$ cat config.mk
export PLATFORM = sky130hd
export DESIGN_NAME = opl2_reg_wr_scheduler
export DESIGN_NICKNAME = d
export VERILOG_FILES = /design/src/rtl/opl2_reg_wr_scheduler.sv
export SDC_FILE = /design/constraint.sdc
export NUM_CORES = 1
export LEC_CHECK = 0
export CORE_MARGIN = 10
export CORE_UTILIZATION = 25
export CTS_BUF_LIST = sky130_fd_sc_hd__clkbuf_8
export DETAILED_ROUTE_END_ITERATION = 16
export GPL_TIMING_DRIVEN = 0
export PLACE_DENSITY = 0.66
export REMOVE_ABC_BUFFERS = 1
export SLEW_MARGIN = 0
export SYNTH_ARGS = -nofsm -noshare
export SYNTH_HDL_FRONTEND = slang
export SYNTH_SLANG_ARGS = --single-unit
$ cat constraint.sdc
create_clock -name clk -period 4.8 [get_ports clk]
set_clock_uncertainty 0.2 [all_clocks]
set_input_delay 1.44 -clock clk [delete_from_list [all_inputs] [get_ports clk]]
set_output_delay 1.44 -clock clk [all_outputs]
set_load 0.01 [all_outputs]
$ cat src/rtl/opl2_reg_wr_scheduler.sv
// opl2_reg_wr_scheduler
//  Merges two register-write requesters into one opl2_reg_wr stream:
//  requester 0 is the host bus, requester 1 is the internal/debug port.
//  - Round-robin arbitration: when both requesters are valid, the one that was
//    not granted last wins.
//  - After each accepted write, WR_GAP_CYCLES idle cycles are enforced.
//  - opl2_reg_wr is a flat vector laid out as {valid, address, data}.
//  Optional feature, macro OPL2_IRQ_RST_PRESERVE_EN:
//  - A reg 4 write with data[7] set (IRQ-RST) is issued with the last written
//    mask/start bits, as the real chip does.
//  - Without the macro, data passes through untouched and no shadow exists.
module opl2_reg_wr_scheduler #(
    parameter int WR_GAP_CYCLES = 84,
    parameter int ADDR_WIDTH    = 8,
    parameter int DATA_WIDTH    = 8
) (
    input  logic                           clk,
    input  logic                           reset,
    input  logic                           req0_valid,
    output logic                           req0_ready,
    input  logic [ADDR_WIDTH-1:0]          req0_address,
    input  logic [DATA_WIDTH-1:0]          req0_data,
    input  logic                           req1_valid,
    output logic                           req1_ready,
    input  logic [ADDR_WIDTH-1:0]          req1_address,
    input  logic [DATA_WIDTH-1:0]          req1_data,
    output logic [ADDR_WIDTH+DATA_WIDTH:0] opl2_reg_wr,
    output logic                           busy,
    output logic                           last_grant
);

    typedef enum logic {IDLE, GAP} state_t;

    // A zero gap still needs a legal one-bit counter, even though it is never loaded
    localparam int CNT_W = (WR_GAP_CYCLES > 0) ? $clog2(WR_GAP_CYCLES + 1) : 1;
    localparam logic [CNT_W-1:0] GAP_LOAD = CNT_W'(WR_GAP_CYCLES);
    localparam logic [CNT_W-1:0] GAP_LAST = CNT_W'(1);
    localparam logic [ADDR_WIDTH-1:0] IRQ_REG_ADDR = ADDR_WIDTH'(4);

    state_t                 state;
    logic [CNT_W-1:0]       gap_count;
    logic                   grant0;
    logic                   grant1;
    logic                   accept;
    logic [ADDR_WIDTH-1:0]  sel_address;
    logic [DATA_WIDTH-1:0]  sel_data;
    logic [DATA_WIDTH-1:0]  issue_data;

`ifdef OPL2_IRQ_RST_PRESERVE_EN
    logic [6:0]             shadow;
    logic                   irq_rst_write;
`endif

    // Arbitration: grant at most one requester, only while IDLE and out of reset
    always_comb begin
        grant0 = 1'b0;
        grant1 = 1'b0;
        if (!reset && state == IDLE) begin
            if (req0_valid && req1_valid) begin
                grant0 = last_grant;
                grant1 = !last_grant;
            end else begin
                grant0 = req0_valid;
                grant1 = req1_valid;
            end
        end
    end

    assign req0_ready  = grant0;
    assign req1_ready  = grant1;
    assign accept      = grant0 | grant1;
    assign sel_address = grant1 ? req1_address : req0_address;
    assign sel_data    = grant1 ? req1_data    : req0_data;

`ifdef OPL2_IRQ_RST_PRESERVE_EN
    assign irq_rst_write = (sel_address == IRQ_REG_ADDR) && sel_data[7];

    // IRQ-RST writes keep the previously written timer mask/start bits
    always_comb begin
        issue_data = sel_data;
        if (irq_rst_write) begin
            issue_data[6:0] = shadow;
            issue_data[7]   = 1'b1;
        end
    end

    // Track the mask/start bits of every ordinary reg 4 write as it is issued
    always_ff @(posedge clk) begin
        if (reset) begin
            shadow <= '0;
        end else if (accept && sel_address == IRQ_REG_ADDR && !irq_rst_write) begin
            shadow <= sel_data[6:0];
        end
    end
`else
    assign issue_data = sel_data;
`endif

    // Sequencer: one-cycle write pulse after each accept, then the enforced gap
    always_ff @(posedge clk) begin
        if (reset) begin
            state       <= IDLE;
            gap_count   <= '0;
            opl2_reg_wr <= '0;
            busy        <= 1'b0;
            last_grant  <= 1'b1;
        end else begin
            opl2_reg_wr <= accept ? {1'b1, sel_address, issue_data} : '0;
            busy        <= accept || (state == GAP && gap_count != GAP_LAST);
            if (accept) begin
                last_grant <= grant1;
            end
            case (state)
                IDLE: begin
                    if (accept && WR_GAP_CYCLES > 0) begin
                        state     <= GAP;
                        gap_count <= GAP_LOAD;
                    end
                end
                GAP: begin
                    if (gap_count == GAP_LAST) begin
                        state     <= IDLE;
                        gap_count <= '0;
                    end else begin
                        gap_count <= gap_count - GAP_LAST;
                    end
                end
                default: begin
                    state     <= IDLE;
                    gap_count <= '0;
                end
            endcase
        end
    end

endmodule
After elaboration in Yosys (flattened, before gate mapping)
Cells that the tools add are included.
{"block": "classes", "n_addsub": 1, "eq_ne": 3, "muxes": 13, "bitwise_logic": 3, "reduce_logical": 7}
{"cell": "$mux 17", "count": 1}
{"cell": "$mux 8", "count": 2}
{"cell": "$mux 7", "count": 2}
{"cell": "$pmux 7 s2", "count": 1}
{"cell": "$eq 7x1->1 const B", "count": 1}
{"cell": "$ne 7x1->1 const B", "count": 1}
{"cell": "$sub 7x1->7 const B", "count": 1}
{"cell": "$mux 1", "count": 6}
{"cell": "$logic_and 1x1->1", "count": 3}
{"cell": "$logic_not 1->1", "count": 2}
{"cell": "$ne 2x2->1 const B", "count": 1}
{"cell": "$not 1->1", "count": 2}
{"cell": "$pmux 1 s2", "count": 1}
{"cell": "$reduce_or 2->1", "count": 1}
{"cell": "$logic_or 1x1->1", "count": 1}
{"cell": "$or 1x1->1", "count": 1}
{"block": "totals", "regBits": 27, "inputBits": 36, "output_inout_bits": 21, "word_cells": 33}

Depth between registers and ports, before layout
{"block": "logic_depth", "ltp_word": 6, "ltp_mapped": 5, "mapped_depth_nobuf": 5}

Least setup slack after synthesis
Ideal clock, no wire load.
{"block": "synth_path", "path_type": "input port to output port", "start": "input port reset", "end": "output port req0_ready", "t_arrival_ns": 2.180, "required_time_ns": 3.160, "setup_slack_ns": 0.980, "cell_stages": 4, "path_buffers": 2, "cell_sequence": "nor2_1 -> and3_1 -> buf_2 -> clkbuf_1"}
{"block": "synth_between", "elab_chain_len": 3}
{"item": "start, declared", "line_no": "18", "rtl": "input logic reset,"}
{"item": "$logic_not 1->1", "line_no": "58", "rtl": "if (!reset && state == IDLE) begin"}
{"item": "$logic_and 1x1->1", "line_no": "58"}
{"item": "$mux 1", "line_no": "58"}
{"item": "end, declared", "line_no": "20", "rtl": "output logic req0_ready,"}
No other way between the ends.

Worst setup path after layout
{"block": "layout_path", "start": "input port req1_valid", "end": "output port req0_ready"}
{"block": "layout_between", "elab_chain_len": 3}
{"item": "start, declared", "line_no": "23", "rtl": "input logic req1_valid,"}
{"item": "$logic_and 1x1->1", "line_no": "59", "rtl": "if (req0_valid && req1_valid) begin"}
{"item": "$mux 1", "line_no": "59"}
{"item": "$mux 1", "line_no": "58"}
No other way between the ends.

==> impl_results.rst <==
.. list-table::
   :header-rows: 1

   * - Metric
     - Value
   * - Number of ports placed on the die boundary
     - 57
   * - Root cell of the clock tree
     - sky130_fd_sc_hd__clkbuf_8
   * - Final total power
     - 0.0004789 W
   * - Synthesized area per cell
     - 10.22 sq um
   * - Number of gates given a new drive strength after cts
     - 5
   * - Classification of the worst-slack hold path
     - reg2reg
   * - Final WL
     - 3354 microns
   * - Area after detailed placement
     - 1620 sq um
   * - Flop pwr share
     - 52.7%
   * - CTS buffer count
     - 3
   * - Crit Path Category
     - in2out
   * - Initial antenna violation count
     - 0
   * - Proportion of layout cells with a drive suffix above 1
     - 3.247%
   * - Overall via count from detail_route
     - 983
   * - Final hold violation count
     - 0
   * - Max-cap violations
     - 0
   * - Total setup buffers inserted after CTS
     - 0
   * - Sw power
     - 0.0001199 W
   * - Crit Path Max Fanout
     - 17
   * - Global-route usage over all layers
     - 9.361%
   * - Data required time of the critical path
     - 3160 ps
   * - Setup repair after global routing missed its margin
     - false
   * - Ys flop type
     - sky130_fd_sc_hd__dfxtp_1
   * - Quantity of hold-fixing buffers added after cts
     - 0
   * - Number of sinks on the clock net
     - 27
   * - Average routed wire per standard cell
     - 16.44 microns
   * - Post-synthesis cell area
     - 1022 sq um
   * - Max Slew Vio Count
     - 0
   * - Per-cell via count in the routed design
     - 4.819
   * - Max Freq
     - 0.2175 GHz
   * - Pwr per Cell Area
     - 286.1 nW/um^2
   * - Commonest non-fill, non-tap cell in the layout
     - sky130_fd_sc_hd__clkdlybuf4s50_1
   * - Post-synth cell types
     - 30
   * - Top library cells by usage in the layout, fill and taps aside
     - 55 x sky130_fd_sc_hd__clkdlybuf4s50_1, 27 x sky130_fd_sc_hd__dfxtp_1, 16 x sky130_fd_sc_hd__a22o_1, 5 x sky130_fd_sc_hd__nor2_1
   * - H-tree depth
     - 1
   * - Critical path startpoint category
     - input pin
   * - Antenna diodes
     - 0
   * - Proportion of register bits with asynchronous set or reset after synthesis
     - 0%
   * - Number of iterations in the first detailed-routing pass
     - 4
   * - Clock tree from TritonCTS
     - built
   * - Total negative setup slack
     - 0 ps
   * - Highest ir drop seen on vdd
     - 0.2125 mV
   * - Remaining global-route overflow
     - 0
   * - Clock network fraction of design power
     - 26.2%
   * - I/O Buffers
     - 56
   * - Seq cells post-synth
     - 27
   * - Dpl cells
     - 200
   * - Finished layout cell area
     - 1674 sq um
   * - Maximum clock insertion buffer count
     - 2
   * - Proportion of synthesized chip area in sequential cells
     - 52.88%
   * - Estimated wirelength of the detail-placed design
     - 2671 microns
   * - Number of enable-type register cells in the synthesized netlist
     - 0
   * - # nets final
     - 193
   * - Outcome
     - finished, final reports clean
   * - WHS
     - 330.3 ps
   * - Horizontal die dimension
     - 83.95 microns
   * - Post-detailed-route DRC marker count
     - 0
   * - Gate count of the mapped netlist
     - 100
   * - Remaining number of nets flagged by the antenna check after routing
     - 0
   * - Crit. End Element
     - output port
   * - Clk slew on worst S/H paths
     - 90 ps
   * - Leakage power
     - 0.6220 nW
   * - Final min period
     - 4597 ps
   * - Initial Util
     - 25.74%
   * - FP Rows
     - 23
   * - Slew at the pin closest to its max-slew limit
     - 535.6 ps
   * - Filler-free cell count of the finished design
     - 204
   * - Post-route fraction of the period consumed by the critical path
     - 95.77%
   * - Total die area
     - 7047 sq um
   * - Count of routing violations after the opening detailed-route iteration
     - 27
   * - Worst relative slew slack
     - 64.02%
   * - Logic pwr share
     - 21.0%
   * - Global-route wire length before repair
     - 5388 microns
   * - Final setup violating endpoints
     - 0
   * - P&R area growth vs syn
     - 63.77%
   * - Syn. warnings
     - 0
   * - Die Y-Extent
     - 83.95 microns
   * - Share of total power consumed by net switching
     - 25.03%
   * - Pin count of the biggest net entering global routing
     - 18
   * - Clock latency at the later pin of the worst-skew pair
     - 270 ps
   * - Arr. time, crit path
     - 2960 ps
   * - Via count of the first global-routing pass
     - 1071
   * - Fill cell count
     - 407
   * - Routability congestion estimate from global placement
     - 0.7847
   * - Area of the core
     - 3971 sq um
   * - Internal power
     - 0.0003590 W
-- sequential cells by signal, summed over array words and instances (netlist names) --
| signal | flops |
|---|---|
| state | 1 |
| busy | 1 |
| gap_count | 7 |
| opl2_reg_wr | 17 |
| last_grant | 1 |
-- metal layers --
metal  GRT usage, %  routed length, microns  vias up
met2          18.47                    1998       18
met3          2.344                     108        4
li1               -                       -      485
met5              0                       0        -
met1          8.532                    1174      476
met4          4.566                      72        0
-- through the flow --
step           worst slack (ps)  util [%]
2_1_floorplan              1131         -
3_3_place_gp             -343.2     40.80
3_5_place_dp             -389.1     40.80
4_1_cts                   189.3     42.16
5_1_grt                   125.2     42.16
6_report                  203.0     42.16
-- layout make-up --
| type | instances | area [sq um] | share of cell area (%) |
|---|---|---|---|
| Inverter | 3 | 11.26 | 0.6726 |
| Tap cell | 50 | 62.56 | 3.737 |
| Clock buffer | 3 | 41.29 | 2.466 |
| Multi-Input combinational cell | 64 | 455.4 | 27.20 |
| Timing Repair Buffer | 56 | 559.3 | 33.41 |
| Sequential cell | 27 | 540.5 | 32.29 |
| Clock inverter | 1 | 3.754 | 0.2242 |
-- worst paths after layout --
check	startpoint	end	slack, ps	cells after the start
setup / recovery	req1_valid	req0_ready	200	4
hold / removal	gap_count[0]	gap_count[0]	330	2
setup reg to reg	state	gap_count[5]	2850	3
hold reg to reg	gap_count[0]	gap_count[0]	330	2
-- Yosys cell counts (2+ instances only) --
cell,n,area [sq um]
sky130_fd_sc_hd__clkbuf_1,4,15.01
sky130_fd_sc_hd__a31oi_1,3,18.77
sky130_fd_sc_hd__nor2b_1,2,12.51
sky130_fd_sc_hd__nand2b_1,2,12.51
sky130_fd_sc_hd__buf_2,2,10.01
sky130_fd_sc_hd__a21oi_1,4,20.02
sky130_fd_sc_hd__nor3b_1,2,15.01
sky130_fd_sc_hd__ha_1,2,25.02
sky130_fd_sc_hd__dfxtp_1,27,540.5
sky130_fd_sc_hd__nand2_1,4,15.01
sky130_fd_sc_hd__inv_1,3,11.26
sky130_fd_sc_hd__nor3_1,3,15.01
sky130_fd_sc_hd__o21ai_0,2,10.01
sky130_fd_sc_hd__and3_1,2,12.51
sky130_fd_sc_hd__nor2_1,5,18.77
sky130_fd_sc_hd__a22o_1,16,140.1
sky130_fd_sc_hd__nand4_1,3,18.77
sky130_fd_sc_hd__o211ai_1,2,15.01
-- kinds of logic (layout without fill, tap and decap cells) --
logic type      count (synthesis)  count (layout)  synth area share, %
buf+inv                         9              63                3.549
compound gates                 33              33                24.97
simple gates                   29              29                16.16
fa+ha+maj                       2               2                2.448
flops                          27              27                52.88
-- worst max-delay path, cell delays in order --
cell and delay, ps:
sky130_fd_sc_hd__clkdlybuf4s50_1 500, sky130_fd_sc_hd__nand2b_1 120, sky130_fd_sc_hd__and3_4 310, sky130_fd_sc_hd__clkdlybuf4s50_1 590
-- power groups by stage --
stage | combinational [W] | clock (W) | sequential [W]
global route | 0.000109 | 0.000146 | 0.000255
detailed placement | 0.000101 | 0 | 0.000257
finish | 0.000101 | 0.000126 | 0.000253
CTS | 0.000102 | 0.000131 | 0.000252
global placement | 0.0000968 | 0 | 0.000256
floorplan | 0.0000355 | 0 | 0.000260
Note: power is estimated with default switching activity, not from simulation.
